==> src/rtl/video_sync_pkg.sv <==
// Shared types and helpers for the video timing controller.
// Both axes (horizontal and vertical) use the same four-phase state type.
package video_sync_pkg;

  typedef enum logic [1:0] {
    ST_ACT  = 2'd0,
    ST_FP   = 2'd1,
    ST_SYNC = 2'd2,
    ST_BP   = 2'd3
  } sync_st_t;

  function automatic int axis_total(input int active, input int fp,
                                    input int sync_w, input int bp);
    return active + fp + sync_w + bp;
  endfunction

  // Maps an internal active-high sync to its pin level for the given polarity.
  function automatic logic sync_pin(input logic active, input logic pol);
    return pol ? active : ~active;
  endfunction

endpackage

==> src/rtl/sync_axis_timer.sv <==
// One timing axis: a position counter plus the ACT/FP/SYNC/BP phase machine.
// Exposes both the registered values and the values loaded at the next edge.
module sync_axis_timer
  import video_sync_pkg::*;
#(
  parameter int ACTIVE = 640,
  parameter int FP     = 16,
  parameter int SYNC   = 96,
  parameter int BP     = 48,
  parameter int W      = 10
) (
  input  logic         CK,
  input  logic         step,
  input  logic         clear,
  output logic [W-1:0] cnt,
  output logic [W-1:0] cnt_nxt,
  output logic [1:0]   state,
  output logic [1:0]   state_nxt,
  output logic         wrap
);

  localparam int TOTAL = axis_total(ACTIVE, FP, SYNC, BP);
  localparam logic [W-1:0] END_ACT  = W'(ACTIVE - 1);
  localparam logic [W-1:0] END_FP   = W'(ACTIVE + FP - 1);
  localparam logic [W-1:0] END_SYNC = W'(ACTIVE + FP + SYNC - 1);
  localparam logic [W-1:0] END_BP   = W'(TOTAL - 1);

  sync_st_t     st_q, st_d;
  logic [W-1:0] cnt_q, cnt_d;

  assign wrap = (cnt_q == END_BP);

  // Each phase ends on the last position it owns, so the phase change and
  // the counter step land on the same edge.
  always_comb begin
    cnt_d = cnt_q;
    st_d  = st_q;
    if (clear) begin
      cnt_d = '0;
      st_d  = ST_ACT;
    end else if (step) begin
      cnt_d = wrap ? '0 : cnt_q + 1'b1;
      case (st_q)
        ST_ACT:  if (cnt_q == END_ACT)  st_d = ST_FP;
        ST_FP:   if (cnt_q == END_FP)   st_d = ST_SYNC;
        ST_SYNC: if (cnt_q == END_SYNC) st_d = ST_BP;
        ST_BP:   if (wrap)              st_d = ST_ACT;
        default:                        st_d = ST_ACT;
      endcase
    end
  end

  always_ff @(posedge CK) begin
    cnt_q <= cnt_d;
    st_q  <= st_d;
  end

  assign cnt       = cnt_q;
  assign cnt_nxt   = cnt_d;
  assign state     = st_q;
  assign state_nxt = st_d;

endmodule

==> src/rtl/video_sync_gen.sv <==
// Video timing controller: owns H/V counters and produces sync, blank and
// line/frame strobes, all aligned to the registered hcnt/vcnt.
module video_sync_gen
  import video_sync_pkg::*;
#(
  parameter int H_ACTIVE = 640,
  parameter int H_FP     = 16,
  parameter int H_SYNC   = 96,
  parameter int H_BP     = 48,
  parameter int V_ACTIVE = 480,
  parameter int V_FP     = 10,
  parameter int V_SYNC   = 2,
  parameter int V_BP     = 33,
  parameter int HCNT_W   = 10,
  parameter int VCNT_W   = 10,
  parameter int SYNC_POL = 0
) (
  input  logic              CK,
  input  logic              RST,
  input  logic              en,
  input  logic              restart,
  output logic              hsync,
  output logic              vsync,
  output logic              csync,
  output logic              cblank,
  output logic [HCNT_W-1:0] hcnt,
  output logic [VCNT_W-1:0] vcnt,
  output logic              line_start,
  output logic              frame_start
);

  localparam int   H_TOTAL = axis_total(H_ACTIVE, H_FP, H_SYNC, H_BP);
  localparam int   V_TOTAL = axis_total(V_ACTIVE, V_FP, V_SYNC, V_BP);
  localparam logic POL     = (SYNC_POL != 0);

  if (H_ACTIVE < 1 || H_FP < 1 || H_SYNC < 1 || H_BP < 1) begin : g_bad_h
    $error("video_sync_gen: every horizontal segment must be at least 1");
  end
  if (V_ACTIVE < 1 || V_FP < 1 || V_SYNC < 1 || V_BP < 1) begin : g_bad_v
    $error("video_sync_gen: every vertical segment must be at least 1");
  end
  if (H_TOTAL - 1 >= (1 << HCNT_W)) begin : g_bad_hw
    $error("video_sync_gen: HCNT_W too narrow for H_TOTAL-1");
  end
  if (V_TOTAL - 1 >= (1 << VCNT_W)) begin : g_bad_vw
    $error("video_sync_gen: VCNT_W too narrow for V_TOTAL-1");
  end

  logic              clear;
  logic              h_wrap, v_wrap, v_step;
  logic [HCNT_W-1:0] h_cnt_nxt;
  logic [VCNT_W-1:0] v_cnt_nxt;
  logic [1:0]        h_state, v_state, h_state_nxt, v_state_nxt;
  logic              h_sync_nxt, v_sync_nxt, blank_nxt;
  logic              h_zero_q, f_zero_q;
  logic              unused_sig;

  assign clear  = RST | restart;
  assign v_step = en & h_wrap;

  sync_axis_timer #(
    .ACTIVE (H_ACTIVE),
    .FP     (H_FP),
    .SYNC   (H_SYNC),
    .BP     (H_BP),
    .W      (HCNT_W)
  ) u_h_timer (
    .CK        (CK),
    .step      (en),
    .clear     (clear),
    .cnt       (hcnt),
    .cnt_nxt   (h_cnt_nxt),
    .state     (h_state),
    .state_nxt (h_state_nxt),
    .wrap      (h_wrap)
  );

  sync_axis_timer #(
    .ACTIVE (V_ACTIVE),
    .FP     (V_FP),
    .SYNC   (V_SYNC),
    .BP     (V_BP),
    .W      (VCNT_W)
  ) u_v_timer (
    .CK        (CK),
    .step      (v_step),
    .clear     (clear),
    .cnt       (vcnt),
    .cnt_nxt   (v_cnt_nxt),
    .state     (v_state),
    .state_nxt (v_state_nxt),
    .wrap      (v_wrap)
  );

  assign unused_sig = ^{v_wrap, h_state, v_state};

  // Decode from the values the timers load on this edge, so the registered
  // sync/blank outputs change on the same edge as hcnt/vcnt.
  always_comb begin
    h_sync_nxt = (sync_st_t'(h_state_nxt) == ST_SYNC);
    v_sync_nxt = (sync_st_t'(v_state_nxt) == ST_SYNC);
    blank_nxt  = (sync_st_t'(h_state_nxt) != ST_ACT) |
                 (sync_st_t'(v_state_nxt) != ST_ACT);
  end

  always_ff @(posedge CK) begin
    if (RST) begin
      hsync    <= sync_pin(1'b0, POL);
      vsync    <= sync_pin(1'b0, POL);
      csync    <= sync_pin(1'b0, POL);
      cblank   <= 1'b0;
      h_zero_q <= 1'b1;
      f_zero_q <= 1'b1;
    end else begin
      hsync    <= sync_pin(h_sync_nxt, POL);
      vsync    <= sync_pin(v_sync_nxt, POL);
      csync    <= sync_pin(h_sync_nxt | v_sync_nxt, POL);
      cblank   <= blank_nxt;
      h_zero_q <= (h_cnt_nxt == '0);
      f_zero_q <= (h_cnt_nxt == '0) && (v_cnt_nxt == '0);
    end
  end

  // A strobe marks the cycle pixel 0 is actually consumed; a held or
  // reloading counter must not repeat it.
  assign line_start  = h_zero_q & en & ~clear;
  assign frame_start = f_zero_q & en & ~clear;

endmodule

==> config.mk <==
export PLATFORM = sky130hd
export DESIGN_NAME = video_sync_gen
export DESIGN_NICKNAME = d
export VERILOG_FILES = /design/src/rtl/video_sync_pkg.sv /design/src/rtl/sync_axis_timer.sv /design/src/rtl/video_sync_gen.sv
export SDC_FILE = /design/constraint.sdc
export NUM_CORES = 1
export LEC_CHECK = 0
export CORE_MARGIN = 2
export CORE_UTILIZATION = 41
export DETAILED_ROUTE_END_ITERATION = 8
export GPL_ROUTABILITY_DRIVEN = 0
export PLACE_DENSITY = 0.69
export SLEW_MARGIN = 20
export SYNTH_ARGS = -nofsm -noshare
export SYNTH_HDL_FRONTEND = slang
export SYNTH_HIERARCHICAL = 1
export SYNTH_SLANG_ARGS = --single-unit
==> constraint.sdc <==
create_clock -name CK -period 7.65 [get_ports CK]
set_input_delay 1.1475 -clock CK [delete_from_list [all_inputs] [get_ports CK]]
set_output_delay 1.1475 -clock CK [all_outputs]
set_load 0.1 [all_outputs]
==> impl_metrics.ini <==
[timing]
finalMaxSlewViolations = 0
tightest_slew_ns = 0.984
grt_setup_unrepaired = false
tns_ns = 0
timing.final.crit_share_pct = 56.9
fmax_mhz = 230
finalHoldViolations = 0
relSlewSlack_pct = 34.2
skew_ns = 0.00688
setup_viol = 0
finalCriticalPeriod_ns = 4.35

[power_and_ir_drop]
pwr_density_cell_mw_per_mm2 = 147
leakage_nw = 0.601
p_clk_share_pct = 36.2
power_frac_comb_pct = 5.8
power.internal_uw = 206
sw_frac_of_total_pct = 24.1
p_sw_uw = 65.6
power.share.sequential_pct = 58.0
peakVddDrop_mv = 0.0710

[grt]
use_met2_pct = 29.2
grt_pass1_wl_um = 5810
gr-total-overflow = 0
grt_max_degree = 11
grt_pass1_vias = 1228
grt_use_met1_pct = 23.8
grt_antenna_before_repair = 0
use_met3_pct = 4.58
grt_usage_pct = 18.3
busiest_layer = met2

[clock_tree]
holdBufCountCts = 0
cts-root-buf = clkbuf_4
cts_tree = done
post_cts_buffers = 0
clk_latency_ns = 0.32
cts_resized = 0
path_clk_slew_ns = 0.09
cts_buffers = 5
cts_max_level = 2
cts.sinks = 30
ctsLongestPathBuffers = 2

[routing]
ant_nets = 0
wl_um = 3440
remaining_drc_errors = 0
drt_first_iter_violations = 80
firstDrtPassIters = 4
vias = 1309
routedWlPerCell_um = 14.3
vias_per_cell = 5.45

[synthesis]
ys_seq_elements = 30
avgSynthCellArea_um2 = 9.15
syn-instance-count = 160
synth_flop_cell = dfxtp_1
synth-compound-area-share_pct = 7.52
synth_top_family_by_area = simple AND/OR/NAND/NOR gates
ys_types = 42
syn_area_mm2 = 0.00146
async_reset_ff_share_pct = 0
ys_warn_count = 6
synthMuxAreaShare_pct = 1.37
synthXorXnorAreaFrac_pct = 10.8
synth_edf_count = 0
yosys.area_share.simple_pct = 32.0
syn-num-nets = 168
synth-adder-area-share_pct = 3.42
ys_seq_area_share_pct = 41.0

[final_layout]
final_net_count = 201
fin_util_pct = 54.5
fill_cells = 318
stdcell_area_mm2 = 0.00185
regArea_um2 = 601
drive_gt1_share_pct = 8.25
diodes = 0
syn2layout_area_growth_pct = 26.2
multi_input_area_um2 = 806

[critical_path]
r2r_slack_ns = 4.50
r2r_cells = 10
worstSetupEndpointType = output port
cp.arrival_ns = 3.20
slowest_delay_ns = 1.14
regToRegEndpoint = f_zero_q$_SDFF_PP1_
worstPathMaxFanout = 10
worstSetupPathType = primary input to output port
worstPathCellList = clkdlybuf4s50_1, and3_1, clkdlybuf4s50_1
slowest_stage = clkdlybuf4s50_1
reg2reg_from = u_h_timer/cnt[5]$_DFF_P_
cp.required_ns = 6.50
worst_setup_path_start_kind = primary input
timing.critical_path.mode_cell = clkdlybuf4s50_1

[hold_path]
whs_path_depth = 2
hold_class = flop to flop
hp-start = u_h_timer/state[0]$_DFF_P_
holdPathEnd = u_h_timer/state[0]$_DFF_P_

[placed_design]
numPortBuffers = 29
placement.cell_area_mm2 = 0.00179
dp_hpwl_um = 2520

[floorplan]
initial_utilization_pct = 43.2
die_h_um = 63.8
die_w_um = 63.8
dieArea_mm2 = 0.00406
coreArea_mm2 = 0.00339
fp-row-count = 21
num_io_pins = 30

[job]
maxCapViolations = 0

[outcome]
status = finished, final reports clean
## registers in the layout, summed over array words and instances (netlist names)
name	cells
cblank	1
f_zero_q	1
csync	1
hsync	1
vsync	1
u_v_timer/state	2
u_h_timer/state	2
u_v_timer/cnt	10
h_zero_q	1
u_h_timer/cnt	10
## per-stage QoR
| stage | hold slack [ns] | std cells | setup slack (ns) | total power, mW |
|---|---|---|---|---|
| 6_report | 0.583 | 240 | 3.30 | 0.272 |
| 5_1_grt | 0.630 | 240 | 3.24 | 0.286 |
| 3_3_place_gp | 0.557 | 232 | 3.36 | 0.177 |
| 4_1_cts | 0.577 | 240 | 3.31 | 0.275 |
| 3_5_place_dp | 0.564 | 232 | 3.31 | 0.177 |
| 2_1_floorplan | 0.494 | 160 | 4.24 | 0.173 |
## cells in the mapped netlist (2+ instances only)
library cell	number	share of area, %
ha_1	4	3.4
nand4_1	5	2.1
and3_1	3	1.3
or3b_2	2	1.2
or4_1	3	1.5
xor2_1	6	3.6
nor3_1	7	2.4
nand3_1	10	3.4
xnor2_1	12	7.2
nor2_1	26	6.7
dfxtp_1	30	41
inv_1	9	2.3
nand2_1	5	1.3
and4bb_1	2	1.7
and2_1	2	0.85
mux2i_1	2	1.4
nor4_1	7	3.0
## power groups by stage
stage                     logic (mW)  clock network, mW  registers (mW)
after detailed placement      0.0157                  0           0.161
after floorplan              0.00912                  0           0.164
after global placement        0.0156                  0           0.161
final                         0.0157             0.0984           0.158
after global routing          0.0166              0.112           0.158
after CTS                     0.0158              0.102           0.158
## worst max-delay path, delay by kind of cell
| family | cells | cell delay, ns |
|---|---|---|
| buf+inv | 2 | 1.83 |
| simple gates | 1 | 0.22 |
## cell families after synthesis
| logic type | count (synthesis) |
|---|---|
| simple gates | 82 |
| flops | 30 |
| fa+ha+maj | 4 |
| xor+xnor | 18 |
| mux | 2 |
| buf+inv | 12 |
| compound gates | 12 |
## layer usage
metal  wire length (um)  vias up
met5                  0        -
li1                   -      641
met2               1660       42
met3                176        4
met1               1570      622
met4                 34        0
## area by class of cell
type | instances | area share [%]
clock buffer | 7 | 2.98
clock inverter | 1 | 0.271
inverter | 9 | 1.83
multi-input combinational | 118 | 43.6
sequential | 30 | 32.5
tap | 46 | 3.11
timing repair buffer | 29 | 15.7
## how the worst max path moves through the flow
stage	cells after the start	from	slack, ns	end
global route	4	RST	3.24	frame_start
CTS	4	RST	3.31	frame_start
finish	3	en	3.30	frame_start
floorplan	12	u_h_timer/cnt[9]$_DFF_P_	4.24	f_zero_q$_SDFF_PP1_
detailed placement	4	RST	3.31	frame_start
global placement	4	RST	3.36	frame_start
## layout by cell type (no fill, tap or decap), types with 6 or more instances in the layout
cell,Yosys,layout
clkdlybuf4s50_1,0,29
dfxtp_1,30,30
inv_1,9,9
nand3_1,10,10
nor2_1,26,26
nor3_1,7,7
nor4_1,7,7
xnor2_1,12,12
xor2_1,6,6
Note: power is estimated with default switching activity, not from simulation.
